**src/rtl/pc_gen_pkg.sv**
```systemverilog
// Shared definitions for the fetch-stage program-counter generator.
//   pc_state_e        : controller states (BOOT, RUN, HALT, FAULT)
//   ChipEnable/ChipDisable : levels for the instruction-memory chip enable
//   RstEnable         : asserted level of the synchronous reset
//   DEFAULT_RESET_VEC : default PC loaded on reset
//   inst_lsb_w()      : number of PC low bits that must be zero for alignment
package pc_gen_pkg;

  typedef enum logic [1:0] {
    ST_BOOT  = 2'd0,
    ST_RUN   = 2'd1,
    ST_HALT  = 2'd2,
    ST_FAULT = 2'd3
  } pc_state_e;

  localparam logic ChipEnable  = 1'b1;
  localparam logic ChipDisable = 1'b0;
  localparam logic RstEnable   = 1'b1;

  localparam logic [31:0] DEFAULT_RESET_VEC = 32'h0000_0000;

  // INST_BYTES is restricted to 2 or 4, so the alignment field is 1 or 2 bits.
  function automatic int unsigned inst_lsb_w(input int unsigned inst_bytes);
    return (inst_bytes == 2) ? 1 : 2;
  endfunction

endpackage

```
**src/rtl/pc_gen_next_sel.sv**
```systemverilog
// Combinational next-PC selection for pc_gen.
// Picks trap, then branch (when br_en_i), then the sequential increment
// (when seq_en_i), else hold. A selected redirect whose low bits are not
// instruction-aligned raises take_fault_o instead of changing the PC.
// Ports:
//   pc_i            current PC
//   br_en_i         branch redirects are honoured in the current state
//   seq_en_i        sequential advance allowed (fetch accepted, no halt)
//   br_valid_i/br_target_i, trap_valid_i/trap_target_i  redirect requests
//   next_pc_o       PC to load if no fault
//   redirect_o      a redirect (trap or branch) was selected
//   take_fault_o    the selected redirect target is misaligned
//   fault_addr_o    the misaligned target (valid with take_fault_o)
module pc_next_sel
  import pc_gen_pkg::*;
#(
  parameter int ADDR_W     = 32,
  parameter int INST_BYTES = 4
) (
  input  logic [ADDR_W-1:0] pc_i,
  input  logic              br_en_i,
  input  logic              seq_en_i,
  input  logic              br_valid_i,
  input  logic [ADDR_W-1:0] br_target_i,
  input  logic              trap_valid_i,
  input  logic [ADDR_W-1:0] trap_target_i,
  output logic [ADDR_W-1:0] next_pc_o,
  output logic              redirect_o,
  output logic              take_fault_o,
  output logic [ADDR_W-1:0] fault_addr_o
);

  localparam int LSB_W = int'(inst_lsb_w(INST_BYTES));

  logic              sel;
  logic [ADDR_W-1:0] tgt;

  always_comb begin
    sel          = 1'b0;
    tgt          = '0;
    next_pc_o    = pc_i;
    take_fault_o = 1'b0;
    fault_addr_o = '0;

    if (trap_valid_i) begin
      sel = 1'b1;
      tgt = trap_target_i;
    end else if (br_en_i && br_valid_i) begin
      sel = 1'b1;
      tgt = br_target_i;
    end

    if (sel) begin
      // Only the winning redirect is checked; a dropped branch never faults.
      if (tgt[LSB_W-1:0] != '0) begin
        take_fault_o = 1'b1;
        fault_addr_o = tgt;
      end else begin
        next_pc_o = tgt;
      end
    end else if (seq_en_i) begin
      // Wraps modulo 2^ADDR_W by truncation.
      next_pc_o = pc_i + ADDR_W'(INST_BYTES);
    end
  end

  assign redirect_o = sel;

endmodule

```
**src/rtl/pc_gen.sv**
```systemverilog
// Program-counter generator for the fetch stage.
// Holds the controller state and all output registers; next-PC choice is in
// pc_next_sel. Handshake: a fetch of pc_o is accepted on a posedge where
// ce_o & ready_i & ~stall_i; only then does the PC advance sequentially.
// Redirects (trap over branch) are taken regardless of ready_i/stall_i and
// appear on pc_o one cycle after the request.
// Ports:
//   clk, rst        clock, synchronous active-high reset
//   pc_o, ce_o      fetch address and request valid
//   ready_i, stall_i  memory accept, pipeline hold
//   br_valid_i/br_target_i, trap_valid_i/trap_target_i  redirects
//   halt_i, resume_i  stop / restart fetching
//   fault_o, fault_addr_o  misaligned-target fault level and address
module pc_gen
  import pc_gen_pkg::*;
#(
  parameter int                ADDR_W     = 32,
  parameter logic [ADDR_W-1:0] RESET_VEC  = ADDR_W'(DEFAULT_RESET_VEC),
  parameter int                INST_BYTES = 4
) (
  input  logic              clk,
  input  logic              rst,
  output logic [ADDR_W-1:0] pc_o,
  output logic              ce_o,
  input  logic              ready_i,
  input  logic              stall_i,
  input  logic              br_valid_i,
  input  logic [ADDR_W-1:0] br_target_i,
  input  logic              trap_valid_i,
  input  logic [ADDR_W-1:0] trap_target_i,
  input  logic              halt_i,
  input  logic              resume_i,
  output logic              fault_o,
  output logic [ADDR_W-1:0] fault_addr_o
);

  pc_state_e         state_q;
  logic [ADDR_W-1:0] pc_q;
  logic              ce_q;
  logic              fault_q;
  logic [ADDR_W-1:0] fault_addr_q;

  logic              in_run;
  logic              seq_en;
  logic [ADDR_W-1:0] pc_d;
  logic              redirect;
  logic              take_fault;
  logic [ADDR_W-1:0] fault_addr_d;

  assign in_run = (state_q == ST_RUN);
  // Halt outranks a sequential advance, so the held PC is the next request.
  assign seq_en = in_run & ce_q & ready_i & ~stall_i & ~halt_i;

  pc_next_sel #(
    .ADDR_W     (ADDR_W),
    .INST_BYTES (INST_BYTES)
  ) u_next_sel (
    .pc_i          (pc_q),
    .br_en_i       (in_run),
    .seq_en_i      (seq_en),
    .br_valid_i    (br_valid_i),
    .br_target_i   (br_target_i),
    .trap_valid_i  (trap_valid_i),
    .trap_target_i (trap_target_i),
    .next_pc_o     (pc_d),
    .redirect_o    (redirect),
    .take_fault_o  (take_fault),
    .fault_addr_o  (fault_addr_d)
  );

  always_ff @(posedge clk) begin
    if (rst == RstEnable) begin
      state_q      <= ST_BOOT;
      pc_q         <= RESET_VEC;
      ce_q         <= ChipDisable;
      fault_q      <= 1'b0;
      fault_addr_q <= '0;
    end else if (state_q != ST_BOOT && take_fault) begin
      // Misaligned redirect from RUN/HALT/FAULT: park in FAULT, PC held.
      state_q      <= ST_FAULT;
      ce_q         <= ChipDisable;
      fault_q      <= 1'b1;
      fault_addr_q <= fault_addr_d;
    end else begin
      case (state_q)
        ST_BOOT: begin
          state_q <= ST_RUN;
          ce_q    <= ChipEnable;
        end
        ST_RUN: begin
          if (redirect) begin
            pc_q <= pc_d;
          end else if (halt_i) begin
            state_q <= ST_HALT;
            ce_q    <= ChipDisable;
          end else begin
            pc_q <= pc_d;
          end
        end
        ST_HALT: begin
          // Only a trap can be selected here (branches are masked).
          if (redirect) begin
            pc_q    <= pc_d;
            state_q <= ST_RUN;
            ce_q    <= ChipEnable;
          end else if (resume_i) begin
            state_q <= ST_RUN;
            ce_q    <= ChipEnable;
          end
        end
        ST_FAULT: begin
          if (redirect) begin
            pc_q    <= pc_d;
            fault_q <= 1'b0;
            state_q <= ST_RUN;
            ce_q    <= ChipEnable;
          end
        end
        default: begin
          state_q <= ST_BOOT;
          ce_q    <= ChipDisable;
        end
      endcase
    end
  end

  assign pc_o         = pc_q;
  assign ce_o         = ce_q;
  assign fault_o      = fault_q;
  assign fault_addr_o = fault_addr_q;

endmodule

```
**config.mk**
```make
export PLATFORM = sky130hd
export DESIGN_NAME = pc_gen
export DESIGN_NICKNAME = d
export VERILOG_FILES = /design/src/rtl/pc_gen_pkg.sv /design/src/rtl/pc_gen_next_sel.sv /design/src/rtl/pc_gen.sv
export SDC_FILE = /design/constraint.sdc
export NUM_CORES = 1
export LEC_CHECK = 0
export ABC_CLOCK_PERIOD_IN_PS = 7400
export BUFFER_PORTS_ARGS = -buffer_cell sky130_fd_sc_hd__buf_4
export CELL_PAD_IN_SITES_DETAIL_PLACEMENT = 0
export CELL_PAD_IN_SITES_GLOBAL_PLACEMENT = 2
export CORE_ASPECT_RATIO = 2
export CORE_MARGIN = 4
export CORE_UTILIZATION = 32
export CTS_BUF_LIST = sky130_fd_sc_hd__clkbuf_8
export CTS_CLUSTER_DIAMETER = 40
export DETAILED_ROUTE_END_ITERATION = 10
export GPL_ROUTABILITY_DRIVEN = 1
export PLACE_DENSITY = 0.93
export SLEW_MARGIN = 20
export SYNTH_ARGS = -nofsm -noshare
export SYNTH_HDL_FRONTEND = slang
export SYNTH_HIERARCHICAL = 1
export SYNTH_SLANG_ARGS = --single-unit
```
**constraint.sdc**
```tcl
create_clock -name clk -period 7.4 [get_ports clk]
set_input_delay 0.74 -clock clk [delete_from_list [all_inputs] [get_ports clk]]
set_output_delay 0.74 -clock clk [all_outputs]
set_load 0.03 [all_outputs]
```
==> results of run 1 <==
-- metal layers --
metal  GRT usage  vias up
li1            -     2515
met1       0.236     2406
met2       0.364      164
met3      0.0186       35
met4       0.114        0
met5           0        -
-- power by group through the flow --
stage               Clock (mW)  Combinational [mW]  Sequential [mW]
detailed placement           0               0.250            0.411
floorplan                    0               0.141            0.430
global placement             0               0.247            0.410
finish                   0.323               0.250            0.402
CTS                      0.331               0.250            0.402
global route             0.345               0.271            0.405
-- kinds of logic after synthesis --
family / count (synthesis) / synth area share
and+or+nand+nor: 314 / 0.352
AOI/OAI and AO/OA: 164 / 0.220
DFF: 68 / 0.280
buffers and inverters: 64 / 0.0736
muxes: 35 / 0.0720
adders and majority gates: 1 / 0.00257
-- synthesized netlist by cell type, types with 7 or more instances --
cell      instances
nand2_1         100
dfxtp_1          68
nand2b_1         67
a21oi_1          65
mux2i_1          35
nor2_1           26
buf_2            21
nand3_1          21
clkbuf_1         17
o21ai_0          16
nand4_1          14
nor3_1           12
and2_1           11
o211ai_1         10
buf_4             9
nand3b_1          9
o22ai_1           9
a22oi_1           8
nor2b_1           8
nor3b_1           8
or4_1             7
-- flip-flops by register name, indices dropped and copies added, names as in the netlist --
| name | cells |
|---|---|
| state_q | 2 |
| fault_o | 1 |
| fault_addr_o | 32 |
| ce_o | 1 |
| pc_o | 32 |
-- metrics by stage --
| step | area [um^2] | setup WS, ns | util |
|---|---|---|---|
| 6_report | 6050 | 3.09 | 0.406 |
| 5_1_grt | 6050 | 2.94 | 0.406 |
| 4_1_cts | 6040 | 3.17 | 0.406 |
| 3_5_place_dp | 5840 | 3.14 | 0.392 |
| 3_3_place_gp | 5840 | 3.32 | 0.392 |
| 2_1_floorplan | 4860 | 4.66 | - |
-- layout make-up --
type | instances | share of cell area
clock inverters | 4 | 0.00807
flip-flops and latches | 68 | 0.225
inverters | 7 | 0.00434
clock buffers | 11 | 0.0250
multi-input cells | 514 | 0.522
repair buffers | 141 | 0.175
well taps | 195 | 0.0403
-- critical path, delay by kind of cell, from the launching register on --
family	cells	cell delay [ns]
flip-flops	1	0.49
multiplexers	1	0.13
AND/OR/NAND/NOR	7	3.45
AO/OA/AOI/OAI	1	0.18
-- worst paths after layout --
path | startpoint | end | slack [ns] | cells past startpoint
min | fault_addr_o[22] | fault_addr_o[22] | 0.46 | 2
max | state_q[0] | pc_o[17] | 3.09 | 9
max reg2reg | state_q[0] | pc_o[17] | 3.09 | 9
min reg2reg | fault_addr_o[22] | fault_addr_o[22] | 0.46 | 2
==> flow_metrics.env, run 1 <==
export IMPL_netlist_instances=646
export IMPL_fp_dieH_um=182
export IMPL_slew_viol_final=0
export IMPL_core_rowCount=63
export IMPL_drt_met1_wl_um=6990
export IMPL_route_met2_wl_um=9540
export IMPL_firstDrtPassIters=4
export IMPL_clk_pin_slew_ns=0.08
export IMPL_ys_types=68
export IMPL_clock_sinks=68
export IMPL_route_top_layer_used="met4"
export IMPL_cp_start_kind="register"
export IMPL_max_slew_margin=0.338
export IMPL_synthTopCellsByArea="dfxtp_1 (28%), nand2b_1 (8.6%), nand2_1 (7.7%), mux2i_1 (7.2%), a21oi_1 (6.7%)"
export IMPL_crit_type="register to register"
export IMPL_run_status="finished, final reports clean"
export IMPL_synth_top_flop_cell="dfxtp_1"
export IMPL_ys_ff_latch=68
export IMPL_yosysTopAreaCellShare=0.280
export IMPL_drt_first_iter_violations=243
export IMPL_maxCapViolCount=0
export IMPL_grt_antenna_before_repair=0
export IMPL_insertion_delay_ns=0.37
export IMPL_postRouteWirelength_um=18100
export IMPL_die_area_um2=17400
export IMPL_cp_required_ns=7.69
export IMPL_holdWs_ns=0.455
export IMPL_path_cells="nor2b_1 > nand3b_1 > nor3b_1 > nand4_1 > nor4_1 > a311oi_1 > nor3_1 > nand2b_1 > mux2i_1"
export IMPL_tritoncts="yes"
export IMPL_syn_num_nets=719
export IMPL_seq_area_um2=1360
export IMPL_io_buffers=137
export IMPL_leakage_nw=2.25
export IMPL_worst_path_max_delay_cell="nor3b_1"
export IMPL_switching_share=0.330
export IMPL_multi_input_area_um2=3160
export IMPL_tns_ns=0
export IMPL_final_instance_count_excl_fill=940
export IMPL_num_nets_final=814
export IMPL_io_pins=138
export IMPL_grt_remaining_overflow=0
export IMPL_p_sw_mw=0.322
export IMPL_setup_violations=0
export IMPL_antenna_left=0
export IMPL_rsz0062_at_grt="no"
export IMPL_dp_hpwl_um=13500
export IMPL_clock_power_share=0.331
export IMPL_drcViolationCount=0
export IMPL_yosysSeqAreaShare=0.280
export IMPL_yosysTopAreaCell="dfxtp_1"
export IMPL_viasPerCell=5.45
export IMPL_p_per_area_nw_per_um2=161
export IMPL_cts_setup_buffers=0
export IMPL_areaGrowthSynthToFinish_pct=24.3
export IMPL_die_w_um=95.2
export IMPL_pwr_share_seq=0.412
export IMPL_hold_viol=0
export IMPL_fin_crit_sh=0.582
export IMPL_max_freq_mhz=232
export IMPL_fin_crit_ns=4.31
export IMPL_place_congestion=0.911
export IMPL_grt_max_degree=101
export IMPL_numCtsBuffers=9
export IMPL_path_max_fanout=11
export IMPL_grt_pass1_vias=4984
export IMPL_max_stage_delay_ns=0.84
export IMPL_layout_common_cells="buf_4 (141), nand2_1 (100), dfxtp_1 (68)"
export IMPL_n_antenna_cell=0
export IMPL_synth_avg_cell_area_um2=7.53
export IMPL_wire_per_inst_um=19.3
export IMPL_hold_buffers=0
export IMPL_arrival_ns=4.60
export IMPL_start_util=0.327
export IMPL_cts_root_buffer="clkbuf_8"
export IMPL_track_usage=0.206
export IMPL_synthArstFlopShare=0
export IMPL_worst_clock_skew_ns=0.0136
export IMPL_coreArea_um2=14900
export IMPL_placed_cells=925
export IMPL_cts_buffer_depth=2
export IMPL_p_comb_frac=0.257
export IMPL_ys_warn_count=6
export IMPL_wl_met3_um=740
export IMPL_fill_cells=1583
export IMPL_vias=5120
export IMPL_internal_power_mw=0.654
export IMPL_finalPower_mw=0.976
export IMPL_htreeDepth=3
export IMPL_netlist_area_um2=4860
export IMPL_peakVddDrop_mv=0.0724
export IMPL_synth_edf_count=0
export IMPL_cts_resized=0
export IMPL_drive_above_1_share=0.232
export IMPL_worst_slew_pin_slew_ns=0.991
export IMPL_mostFrequentLayoutCell="buf_4"
export IMPL_grt_pass1_wl_um=27400
export IMPL_hold_path_class="register to register"
export IMPL_end_kind="register"
Power figures use the tool's default switching activity.
==> run 2, diff against run 1 <==
--- a/config.mk
+++ b/config.mk
@@ -5,18 +5,18 @@
 export SDC_FILE = /design/constraint.sdc
 export NUM_CORES = 1
 export LEC_CHECK = 0
-export ABC_CLOCK_PERIOD_IN_PS = 7400
+export ABC_CLOCK_PERIOD_IN_PS = 4400
 export BUFFER_PORTS_ARGS = -buffer_cell sky130_fd_sc_hd__buf_4
 export CELL_PAD_IN_SITES_DETAIL_PLACEMENT = 0
 export CELL_PAD_IN_SITES_GLOBAL_PLACEMENT = 2
 export CORE_ASPECT_RATIO = 2
 export CORE_MARGIN = 4
-export CORE_UTILIZATION = 32
+export CORE_UTILIZATION = 30
 export CTS_BUF_LIST = sky130_fd_sc_hd__clkbuf_8
 export CTS_CLUSTER_DIAMETER = 40
 export DETAILED_ROUTE_END_ITERATION = 10
 export GPL_ROUTABILITY_DRIVEN = 1
-export PLACE_DENSITY = 0.93
+export PLACE_DENSITY = 0.89
 export SLEW_MARGIN = 20
 export SYNTH_ARGS = -nofsm -noshare
 export SYNTH_HDL_FRONTEND = slang
==> constraint.sdc (replaced) <==
create_clock -name clk -period 4.4 [get_ports clk]
set_input_delay 0.44 -clock clk [delete_from_list [all_inputs] [get_ports clk]]
set_output_delay 0.44 -clock clk [all_outputs]
set_load 0.03 [all_outputs]
==> flow_metrics.env, run 2 (synthesis results as in run 1) <==
export IMPL_holdWs_ns=0.389
export IMPL_track_usage=0.196
export IMPL_end_kind="register"
export IMPL_viasPerCell=5.52
export IMPL_postRouteWirelength_um=18500
export IMPL_drive_above_1_share=0.242
export IMPL_tns_ns=0
export IMPL_num_nets_final=825
export IMPL_switching_share=0.318
export IMPL_rsz0062_at_grt="no"
export IMPL_cts_setup_buffers=0
export IMPL_p_per_area_nw_per_um2=281
export IMPL_ff2ff_path_depth=10
export IMPL_start_util=0.307
export IMPL_core_rowCount=65
export IMPL_cts_buffer_depth=2
export IMPL_p_sw_mw=0.551
export IMPL_grt_remaining_overflow=0
export IMPL_insertion_delay_ns=0.37
export IMPL_r2r_slack_ns=1.45
export IMPL_die_area_um2=18400
export IMPL_p_comb_frac=0.249
export IMPL_cts_resized=0
export IMPL_grt_pass1_vias=5142
export IMPL_io_buffers=137
export IMPL_firstDrtPassIters=5
export IMPL_cts_root_buffer="clkbuf_8"
export IMPL_cp_required_ns=4.65
export IMPL_grt_pass1_wl_um=28600
export IMPL_max_freq_mhz=339
export IMPL_dp_hpwl_um=14100
export IMPL_htreeDepth=3
export IMPL_rr_startpoint="state_q[0]"
export IMPL_coreArea_um2=15900
export IMPL_mostFrequentLayoutCell="buf_4"
export IMPL_pwr_share_seq=0.390
export IMPL_grt_max_degree=101
export IMPL_path_max_fanout=16
export IMPL_areaGrowthSynthToFinish_pct=26.8
export IMPL_startpoint="state_q[0]"
export IMPL_worst_clock_skew_ns=0.0118
export IMPL_drt_first_iter_violations=310
export IMPL_internal_power_mw=1.18
export IMPL_clk_pin_slew_ns=0.08
export IMPL_hold_viol=0
export IMPL_antenna_left=0
export IMPL_hold_buffers=0
export IMPL_maxCapViolCount=0
export IMPL_setup_violations=0
export IMPL_io_pins=138
export IMPL_run_status="finished, final reports clean"
export IMPL_crit_end="pc_o[30]"
export IMPL_clock_power_share=0.362
export IMPL_fin_crit_sh=0.670
export IMPL_crit_type="register to register"
export IMPL_peakVddDrop_mv=0.135
export IMPL_vias=5289
export IMPL_drcViolationCount=0
export IMPL_place_congestion=0.831
export IMPL_slew_viol_final=0
export IMPL_leakage_nw=2.32
export IMPL_tritoncts="yes"
export IMPL_hold_path_class="primary input to register"
export IMPL_worst_slew_pin_slew_ns=0.899
export IMPL_numCtsBuffers=9
export IMPL_die_w_um=98.0
export IMPL_fp_dieH_um=188
export IMPL_fin_crit_ns=2.95
export IMPL_clock_sinks=68
export IMPL_max_slew_margin=0.399
export IMPL_n_antenna_cell=0
export IMPL_cp_start_kind="register"
export IMPL_arrival_ns=3.20
export IMPL_wire_per_inst_um=19.3
export IMPL_grt_antenna_before_repair=0
export IMPL_layout_common_cells="buf_4 (152), nand2_1 (100), dfxtp_1 (68)"
export IMPL_rr_endpoint="pc_o[30]"
## run 2: final cells by class
cell class | instances | area (um^2)
fillers | 1702 | 9690
clock inverters | 4 | 70.1
repair buffers | 152 | 1140
flip-flops and latches | 68 | 1360
clock buffers | 12 | 165
inverters | 7 | 26.3
well taps | 201 | 251
multi-input cells | 514 | 3150
## run 2: power groups by stage
stage / sequential [mW] / combinational, mW / clock [mW]
floorplan: 0.723 / 0.237 / 0
global placement: 0.688 / 0.427 / 0
detailed placement: 0.690 / 0.432 / 0
CTS: 0.675 / 0.433 / 0.642
global route: 0.680 / 0.464 / 0.668
finish: 0.675 / 0.431 / 0.627
## run 2: per-stage QoR
stage | power [mW] | instance area [um^2] | worst slack [ns] | std cells | utilization
floorplan | 0.960 | 4860 | 1.84 | 646 | -
global placement | 1.11 | 5930 | 1.66 | 942 | 0.374
detailed placement | 1.12 | 5930 | 1.49 | 942 | 0.374
CTS | 1.75 | 6170 | 1.46 | 958 | 0.389
global route | 1.81 | 6170 | 1.29 | 958 | 0.389
finish | 1.73 | 6170 | 1.45 | 958 | 0.389
## run 2: critical path, stage by stage, from the launching register on
cell	delay, ns
dfxtp_1	0.49
nor2b_1	0.24
nand3b_1	0.11
nor3b_1	0.22
buf_4	0.19
and4_1	0.44
nand4_4	0.29
o311a_1	0.41
a221o_1	0.27
nand2b_1	0.09
mux2i_1	0.08
## run 2: worst min path at each step
stage | start | endpoint | slack, ns | depth (start not counted)
finish | halt_i | ce_o | 0.39 | 3
global route | halt_i | ce_o | 0.42 | 3
CTS | halt_i | ce_o | 0.37 | 3
detailed placement | fault_addr_o[4] | fault_addr_o[4] | 0.45 | 2
global placement | fault_addr_o[0] | fault_addr_o[0] | 0.45 | 2
floorplan | state_q[0] | state_q[1] | 0.55 | 2
## run 2: routing by layer
layer | part of all wire | track usage | routed length (um)
met5 | 0 | 0 | 0
met4 | 0.042 | 0.108 | 769
met3 | 0.050 | 0.0290 | 926
met2 | 0.53 | 0.346 | 9740
met1 | 0.38 | 0.223 | 7060
